## config.mk

```make
export PLATFORM = sky130hd
export DESIGN_NAME = reg_writeback_queue
export DESIGN_NICKNAME = d
export VERILOG_FILES = /design/src/rtl/wb_pkg.sv /design/src/rtl/wb_fifo.sv /design/src/rtl/reg_writeback_queue.sv
export SDC_FILE = /design/constraint.sdc
export NUM_CORES = 1
export LEC_CHECK = 0
export ABC_AREA = 1
export BUFFER_PORTS_ARGS = -buffer_cell sky130_fd_sc_hd__buf_2
export CORE_ASPECT_RATIO = 1.5
export CORE_UTILIZATION = 52
export CTS_CLUSTER_DIAMETER = 100
export CTS_CLUSTER_SIZE = 24
export DETAILED_ROUTE_END_ITERATION = 16
export PLACE_DENSITY = 0.78
export SETUP_SLACK_MARGIN = 0.5
export SLEW_MARGIN = 20
export SYNTH_ARGS = -nofsm -noshare
export SYNTH_HDL_FRONTEND = slang
export SYNTH_SLANG_ARGS = --single-unit
```

## constraint.sdc

```tcl
create_clock -name Clock -period 2.2 [get_ports Clock]
set_input_delay 0.44 -clock Clock [delete_from_list [all_inputs] [get_ports Clock]]
set_output_delay 0.44 -clock Clock [all_outputs]
set_load 0.02 [all_outputs]
```

## src/rtl/wb_pkg.sv

```systemverilog
// rtl/wb_pkg.sv - shared register-file widths and the write-back queue entry type
package wb_pkg;

    localparam int REG_ID_W   = 5;
    localparam int REG_DATA_W = 32;
    localparam int REG_COUNT  = 32;

    typedef struct packed {
        logic                  live;
        logic [REG_ID_W-1:0]   id;
        logic [REG_DATA_W-1:0] data;
    } wb_entry_t;

    // Register 0 is hardwired, so a result aimed at it occupies a slot but never writes.
    function automatic wb_entry_t make_entry(logic [REG_ID_W-1:0] id, logic [REG_DATA_W-1:0] data);
        wb_entry_t e;
        e.live = (id != '0);
        e.id   = id;
        e.data = data;
        return e;
    endfunction

endpackage

```

## src/rtl/wb_fifo.sv

```systemverilog
// rtl/wb_fifo.sv - circular buffer of pending MDU results with kill-by-register-id
module wb_fifo
    import wb_pkg::*;
#(
    parameter int DEPTH = 4,
    localparam int PTR_W = $clog2(DEPTH)
) (
    input  logic                  clk_i,
    input  logic                  rst_ni,
    input  logic                  push_i,
    input  wb_entry_t             push_entry_i,
    input  logic                  pop_i,
    input  logic                  kill_i,
    input  logic [REG_ID_W-1:0]   kill_id_i,
    output wb_entry_t             head_o,
    output logic [PTR_W:0]        count_o,
    output logic [PTR_W-1:0]      rd_ptr_o,
    output wb_entry_t [DEPTH-1:0] entries_o
);

    wb_entry_t [DEPTH-1:0] entries_q, entries_d;
    logic [PTR_W-1:0]      rd_ptr_q, rd_ptr_d;
    logic [PTR_W-1:0]      wr_ptr_q, wr_ptr_d;
    logic [PTR_W:0]        count_q, count_d;
    logic                  do_push;
    logic                  do_pop;

    assign do_push = push_i && (count_q != (PTR_W+1)'(DEPTH));
    assign do_pop  = pop_i && (count_q != '0);

    // Unoccupied slots always carry live=0, so consumers may scan the whole array.
    always_comb begin
        entries_d = entries_q;
        rd_ptr_d  = rd_ptr_q;
        wr_ptr_d  = wr_ptr_q;
        count_d   = count_q;
        if (kill_i) begin
            for (int i = 0; i < DEPTH; i++) begin
                if (entries_q[i].id == kill_id_i) begin
                    entries_d[i].live = 1'b0;
                end
            end
        end
        if (do_pop) begin
            entries_d[rd_ptr_q].live = 1'b0;
            rd_ptr_d = rd_ptr_q + 1'b1;
        end
        if (do_push) begin
            entries_d[wr_ptr_q] = push_entry_i;
            wr_ptr_d = wr_ptr_q + 1'b1;
        end
        case ({do_push, do_pop})
            2'b10:   count_d = count_q + 1'b1;
            2'b01:   count_d = count_q - 1'b1;
            default: count_d = count_q;
        endcase
    end

    always_ff @(posedge clk_i) begin
        if (!rst_ni) begin
            entries_q <= '0;
            rd_ptr_q  <= '0;
            wr_ptr_q  <= '0;
            count_q   <= '0;
        end else begin
            entries_q <= entries_d;
            rd_ptr_q  <= rd_ptr_d;
            wr_ptr_q  <= wr_ptr_d;
            count_q   <= count_d;
        end
    end

    assign head_o    = entries_q[rd_ptr_q];
    assign count_o   = count_q;
    assign rd_ptr_o  = rd_ptr_q;
    assign entries_o = entries_q;

endmodule

```

## src/rtl/reg_writeback_queue.sv

```systemverilog
// rtl/reg_writeback_queue.sv - register-file write-port sequencer; WB_FORWARD_EN adds queue forwarding ports
module reg_writeback_queue
    import wb_pkg::*;
#(
    parameter int DEPTH  = 4,
    parameter int ID_W   = REG_ID_W,
    parameter int DATA_W = REG_DATA_W
) (
    input  logic              Clock,
    input  logic              NReset,
    input  logic              AluValid,
    input  logic [ID_W-1:0]   AluRegID,
    input  logic [DATA_W-1:0] AluData,
    input  logic              MduValid,
    output logic              MduReady,
    input  logic [ID_W-1:0]   MduRegID,
    input  logic [DATA_W-1:0] MduData,
    output logic              WbEnable,
    output logic [ID_W-1:0]   WbRegID,
    output logic [DATA_W-1:0] WbData,
`ifdef WB_FORWARD_EN
    input  logic [ID_W-1:0]   FwdRegID,
    output logic              FwdHit,
    output logic [DATA_W-1:0] FwdData,
`endif
    output logic [31:0]       PendingMask
);

    localparam int PTR_W = $clog2(DEPTH);

    wb_entry_t             head;
    wb_entry_t [DEPTH-1:0] entries;
    logic [PTR_W:0]        count;
    logic [PTR_W-1:0]      rd_ptr;
    logic                  alu_wr;
    logic                  push;
    logic                  pop;

    logic                  wb_enable_q, wb_enable_d;
    logic [ID_W-1:0]       wb_reg_id_q, wb_reg_id_d;
    logic [DATA_W-1:0]     wb_data_q, wb_data_d;

    assign MduReady = NReset && (count != (PTR_W+1)'(DEPTH));
    assign alu_wr   = AluValid && (AluRegID != '0);
    assign push     = MduValid && MduReady;
    assign pop      = !alu_wr && (count != '0);

    wb_fifo #(.DEPTH(DEPTH)) u_fifo (
        .clk_i        (Clock),
        .rst_ni       (NReset),
        .push_i       (push),
        .push_entry_i (make_entry(MduRegID, MduData)),
        .pop_i        (pop),
        .kill_i       (alu_wr),
        .kill_id_i    (AluRegID),
        .head_o       (head),
        .count_o      (count),
        .rd_ptr_o     (rd_ptr),
        .entries_o    (entries)
    );

    // ALU results win the port; a queued MDU result waits until the ALU is idle or writes r0.
    always_comb begin
        wb_enable_d = 1'b0;
        wb_reg_id_d = wb_reg_id_q;
        wb_data_d   = wb_data_q;
        if (alu_wr) begin
            wb_enable_d = 1'b1;
            wb_reg_id_d = AluRegID;
            wb_data_d   = AluData;
        end else if (pop) begin
            wb_enable_d = head.live && (head.id != '0);
            wb_reg_id_d = head.id;
            wb_data_d   = head.data;
        end
    end

    always_ff @(posedge Clock) begin
        if (!NReset) begin
            wb_enable_q <= 1'b0;
            wb_reg_id_q <= '0;
            wb_data_q   <= '0;
        end else begin
            wb_enable_q <= wb_enable_d;
            wb_reg_id_q <= wb_reg_id_d;
            wb_data_q   <= wb_data_d;
        end
    end

    assign WbEnable = wb_enable_q;
    assign WbRegID  = wb_reg_id_q;
    assign WbData   = wb_data_q;

    always_comb begin
        PendingMask = '0;
        for (int i = 0; i < DEPTH; i++) begin
            if (entries[i].live) begin
                PendingMask[entries[i].id] = 1'b1;
            end
        end
        PendingMask[0] = 1'b0;
    end

`ifdef WB_FORWARD_EN
    logic [PTR_W-1:0] fwd_idx;

    // Walk oldest to youngest so the last match left standing is the youngest.
    always_comb begin
        FwdHit  = 1'b0;
        FwdData = '0;
        fwd_idx = rd_ptr;
        for (int k = 0; k < DEPTH; k++) begin
            fwd_idx = rd_ptr + PTR_W'(k);
            if (entries[fwd_idx].live && (entries[fwd_idx].id == FwdRegID) && (FwdRegID != '0)) begin
                FwdHit  = 1'b1;
                FwdData = entries[fwd_idx].data;
            end
        end
    end
`endif

endmodule

```

# Word-level counts from Yosys, hierarchy flattened

Cells that the tools add are included.

Bits in registers: 197
Input bits: 78
Output and inout port bits: 71

Add/sub/neg operators: 4
$lt $le $gt $ge: 12
Equality and inequality tests: 7
Mux-type cells: 37
Bitwise gates (word level): 3
Reductions and logical operators: 20

Operators with widths:

| cell                                                                                 | number |
|---|---|
| 152-bit bitwise mux                                                                  | 2 |
| 152-bit two-way mux                                                                  | 2 |
| 32-bit two-way mux                                                                   | 6 |
| 38-bit demux with 2-bit select                                                       | 2 |
| 38-bit two-way mux                                                                   | 3 |
| 32-bit OR                                                                            | 3 |
| 38-bit binary-select mux with 2-bit select                                           | 1 |
| 5-bit by 6-bit < comparator with 1-bit output (second input constant)                | 4 |
| 1-bit demux with 5-bit select                                                        | 4 |
| 5-bit == test                                                                        | 4 |
| 5-bit by 1-bit greater-or-equal comparator with 1-bit output (second input constant) | 4 |
| 5-bit nonzero test                                                                   | 3 |
| 1-bit two-way mux                                                                    | 14 |
| 1-bit logical AND                                                                    | 13 |
| 5-bit two-way mux                                                                    | 2 |
| 2-bit by 3-bit < comparator with 1-bit output (second input constant)                | 2 |
| 3-bit case mux with 2 select lines                                                   | 1 |
| 2-bit by 1-bit adder with 2-bit output (second input constant)                       | 2 |
| 2-bit by 1-bit greater-or-equal comparator with 1-bit output (second input constant) | 2 |
| 2-bit nonzero test                                                                   | 2 |
| 3-bit by 1-bit adder with 3-bit output (second input constant)                       | 1 |
| 3-bit != test (second input constant)                                                | 1 |
| 3-bit nonzero test                                                                   | 1 |
| 3-bit by 1-bit subtractor with 3-bit output (second input constant)                  | 1 |
| other kinds (3)                                                                      | 3 |

# Logic depth before layout (Yosys ltp)

Depth after elaboration: 11
Gate-level depth with buffers: 14

# By module

From an unflattened synthesis, not the netlist that was laid out.

Cell total of the unflattened synthesis: 1466
Area, all modules: 10128.5 µm²

By module, submodules not included:

| module              | instances | cells each | area each (µm²) | sequential area each (µm²) |
|---|---|---|---|---|
| wb_fifo             | 1         | 931        | 7014.2          | 3183.1 |
| reg_writeback_queue | 1         | 535        | 3114.2          | 760.7 |

# Worst setup path before layout

OpenSTA, ideal clock, no wires.

Kind: input port to flip-flop
From: input AluRegID[3]
To: register u_fifo.count_q[2], in the netlist u_fifo.count_o[2]
Library setup time: 0.122 ns
Data arrival time: 2.120 ns
Data required time: 2.078 ns
Path slack: -0.043 ns
Stages on the path: 14
Path buffers: 2
Path through: buf_2 -> nor2_1 -> nand3_1 -> nand2_2 -> buf_6 -> nand2_2 -> inv_2 -> ha_1 -> inv_1 -> fa_1 -> a21oi_1 -> o21ai_0 -> o21ai_0 -> a21oi_1

Longest elaborated chain between the ends: 7

RTL lines:

| what                                                                             | RTL line                  | RTL |
|---|---|---|
| start, declared                                                                  | reg_writeback_queue.sv:12 | `input logic [ID_W-1:0] AluRegID,` |
| 5-bit nonzero test (*)                                                           | reg_writeback_queue.sv:44 | `assign alu_wr = AluValid && (AluRegID != '0);` |
| 1-bit logical AND (*)                                                            | reg_writeback_queue.sv:44 |  |
| 1-bit zero test (*)                                                              | reg_writeback_queue.sv:46 | `assign pop = !alu_wr && (count != '0);` |
| 1-bit logical AND (*)                                                            | reg_writeback_queue.sv:46 |  |
| 1-bit logical AND (*)                                                            | wb_fifo.sv:29             | `assign do_pop = pop_i && (count_q != '0);` |
| 2-bit by 1-bit == test with 1-bit output / 2-bit == test (equally long branches) | wb_fifo.sv:52             | `case ({do_push, do_pop})` |
| 3-bit case mux with 2 select lines / 2-bit nonzero test (equally long branches)  | n/a                       |  |
| end signal, assigned                                                             | wb_fifo.sv:69             | `count_q <= count_d;` |
| end, declared                                                                    | wb_fifo.sv:24             | `logic [PTR_W:0] count_q, count_d;` |

Mark *: on every way between the ends. The rest lies on a longest branch, timed or not.
A chain may end at the register's enable or synchronous reset.

# Worst setup path in the final report

From: register u_fifo.entries_q (netlist bit u_fifo.entries_o[112])
To: output PendingMask[24]

Longest elaborated chain between the ends: 8

RTL lines:

| what                                                                                                                                                       | RTL line                  | RTL |
|---|---|---|
| start, declared                                                                                                                                            | wb_fifo.sv:21             | `wb_entry_t [DEPTH-1:0] entries_q, entries_d;` |
| start signal, assigned                                                                                                                                     | wb_fifo.sv:66             | `entries_q <= entries_d;` |
| 5-bit by 6-bit < comparator with 1-bit output (not written as such) / 5-bit by 1-bit greater-or-equal comparator with 1-bit output (equally long branches) | reg_writeback_queue.sv:98 | `PendingMask[entries[i].id] = 1'b1;` |
| 1-bit logical AND (not written as such)                                                                                                                    | reg_writeback_queue.sv:98 |  |
| 1-bit two-way mux (not written as such)                                                                                                                    | reg_writeback_queue.sv:98 |  |
| 1-bit demux with 5-bit select (*)                                                                                                                          | reg_writeback_queue.sv:98 |  |
| 32-bit OR (no source line) (*)                                                                                                                             | n/a                       |  |
| 32-bit two-way mux (*)                                                                                                                                     | reg_writeback_queue.sv:97 | `if (entries[i].live) begin` |
| 32-bit OR (no source line)                                                                                                                                 | n/a                       |  |
| 32-bit two-way mux (*)                                                                                                                                     | reg_writeback_queue.sv:97 |  |
| end, declared                                                                                                                                              | reg_writeback_queue.sv:26 | `output logic [31:0] PendingMask` |

Marked as above.

==> out/metrics.cfg <==
[clocking]
ctsHoldBuffers = 0
cts_max_level = 4
cts.sinks = 197
cts_tree = yes
cts_inserted_buffers = 17
clk_latency_ps = 430
clockBufferDepth = 2
clockRootBuffer = clkbuf_16
path_clk_slew_ps = 80

[grt]
grt_pass1_vias = 9475
grt_max_degree = 196
grt.total_usage = 0.316
antenna_found_initial = 1
grt_pass1_wl_um = 47800
grt_overflow = 0

[route]
wl_per_cell_um = 17.6
wirelength_um = 31000
vias = 10129
drc = 0
drt_iter0_markers = 920
firstDrtPassIters = 9
ant_nets = 0
vias_per_cell = 5.76

[timing]
setup_viol = 0
hold_ws_ps = 271
clock_skew_ps = 12.9
tns_ps = 0
drv_slew = 0
relSlewSlack = 0.539
fin_crit_sh = 0.930
period_needed_ps = 2050
worst_pin_slew_ps = 691
hold_viol_final = 0
setup_ws_ps = 155
max_freq_ghz = 0.489
rsz0062_at_grt = true

[setup_path]
cp-end-kind = primary output
path_cells = buf_4, nand3_2, o221ai_1, buf_4
slowest_stage = dfxtp_4
crit_fanout = 5
critical_path.most_common_cell = buf_4
cp-start-kind = register
critPathKind = register to primary output
slowest_delay_ps = 400
crit_required_ps = 1760
worstPathArrival_ps = 1610

[yosys]
synth.cell_area_um2 = 9760
synth_nets = 1445
netlist_instances = 1357
ys_ff_latch = 197
yosys_warnings = 0
ys_types = 28
ys_seq_area_frac = 0.404
synth.avg_cell_area_um2 = 7.19

[die]
boundaryPins = 149
die_height_um = 170
die_area_um2 = 19300
start_util = 0.529
die_w_um = 114
fp-row-count = 61
core_um2 = 18500

[final_layout]
instances_no_fill = 1757
syn_to_final_growth_pct = 27.5
nNetsFinal = 1581
drive_above_1_share = 0.275

[pwr]
p_comb_frac = 0.335
p_int_w = 0.00708
total_leakage_power_nw = 4.68
power_switching_w = 0.00410
power_w = 0.0112
power_frac_clock = 0.288
ir_drop_v = 0.000565
swShare = 0.367
p_per_area_nw_per_um2 = 898
pwr-share-seq = 0.377

[placement]
portBuffers = 147
dp.cells = 1692
hpwl_um = 19500
gp_congestion = 0.980
place_ws_ps = -160

[outcome]
status = finished, final reports clean

[hold_path]
min_path_type = primary input to register

[job]
drv_cap = 0

-- cells by family (layout without fill, tap and decap cells) --
group / after synthesis / count (layout) / synth area share
xor gates and xnor gates: 12 / 12 / 0.0108
other: 1 / 2 / 0.000384
and+or+nand+nor: 269 / 269 / 0.120
adders and majority gates: 10 / 10 / 0.0136
AOI/OAI and AO/OA: 580 / 580 / 0.320
buffers and inverters: 288 / 435 / 0.131
DFF: 197 / 197 / 0.404
-- sequential cells by signal, indices dropped and copies added, names as in the netlist --
name,flops
u_fifo.rd_ptr_o,2
u_fifo.wr_ptr_q,2
u_fifo.count_o,3
u_fifo.entries_o,152
WbEnable,1
WbData,32
WbRegID,5
-- synth_stat cells --
library cell,count,area share
nand2_1,128,0.049
inv_1,178,0.068
nand3_1,95,0.049
nand3_2,4,0.0041
clkbuf_1,51,0.020
o21ai_0,235,0.12
inv_2,9,0.0035
conb_1,1,0.00038
o22ai_1,2,0.0013
o211ai_2,1,0.0013
a31oi_1,19,0.012
ha_1,9,0.012
o221ai_1,31,0.028
dfxtp_1,197,0.40
o22a_1,15,0.013
o21ai_1,28,0.014
buf_1,2,0.00077
fa_1,1,0.0021
nor2_1,32,0.012
buf_6,18,0.021
nor3_1,7,0.0036
xnor2_1,12,0.011
buf_2,17,0.0087
nand2_2,3,0.0019
buf_4,11,0.0085
clkbuf_2,2,0.0010
a31oi_4,1,0.0022
a21oi_1,248,0.13
-- final timing paths --
check | startpoint | endpoint | slack (ps) | cells past startpoint
worst max-delay path | u_fifo.entries_o[112]$_SDFFE_PN0P_ | PendingMask[24] | 150 | 4
worst min-delay path | AluData[30] | WbData[30]$_SDFFE_PN0P_ | 270 | 3
worst max register to register | u_fifo.count_o[1]$_SDFFE_PN0P_ | u_fifo.count_o[2]$_SDFFE_PN0P_ | 440 | 10
worst min register to register | u_fifo.entries_o[138]$_SDFFE_PN0P_ | u_fifo.entries_o[138]$_SDFFE_PN0P_ | 440 | 2
-- critical path, delay by kind of cell, from the launching register on --
family                 cells  cell delay, ps
flip-flops                 1             400
buffers and inverters      2             340
AO/OA/AOI/OAI              1             270
AND/OR/NAND/NOR            1             170
-- routing by layer --
metal,GRT usage,wire length [µm],up-vias
li1,-,-,4907
met1,0.340,11400,4641
met2,0.550,15700,443
met3,0.0654,1940,138
met4,0.217,1950,0
met5,0,0,-
-- power by group through the flow --
stage	sequential, W	combinational (W)	clock [W]
after floorplan	0.00445	0.00215	0
after global placement	0.00423	0.00335	0
after detailed placement	0.00424	0.00342	0
after CTS	0.00419	0.00355	0.00324
after global routing	0.00425	0.00409	0.00340
final	0.00422	0.00374	0.00322
-- timing repair --
action / CTS / global route
buffers inserted: 16 / 18
resized for setup: 189 / 94
endpoints found under the setup margin: 73 / 97
pin swaps: 14 / 31
-- cell usage in the layout, fill, tap and decap left out, types with 3 or more instances in the layout --
cell / instances
inv_6: 6
nor3_4: 6
ha_1: 8
clkbuf_16: 17
a21oi_1: 235
inv_2: 15
o21ai_0: 231
inv_4: 17
a31oi_1: 19
buf_12: 5
xnor2_1: 12
bufinv_16: 3
o221ai_1: 11
dfxtp_4: 23
o22a_1: 14
inv_8: 3
o221ai_2: 20
nand3_1: 54
buf_2: 115
dfxtp_1: 169
nor2_1: 26
nand3_2: 22
dfxtp_2: 5
nand3_4: 23
o21ai_1: 32
nand2_1: 127
buf_4: 79
inv_1: 149
a21oi_2: 13
buf_6: 17
nor2_2: 5
-- metrics by stage --
stage	util	instance area [µm²]
4_1_cts	0.648	12000
6_report	0.674	12400
5_1_grt	0.674	12400
2_1_floorplan	-	9860
3_5_place_dp	0.575	10600
3_3_place_gp	0.575	10600
-- area by class of cell --
type / count / area (µm²)
flip-flops and latches: 197 / 4040
inverters: 187 / 782
fillers: 1583 / 6020
clock buffers: 20 / 457
clock inverters: 10 / 149
diodes: 1 / 2.50
repair buffers: 218 / 1490
multi-input cells: 872 / 5220
well taps: 252 / 315
Note: power is estimated with default switching activity, not from simulation.
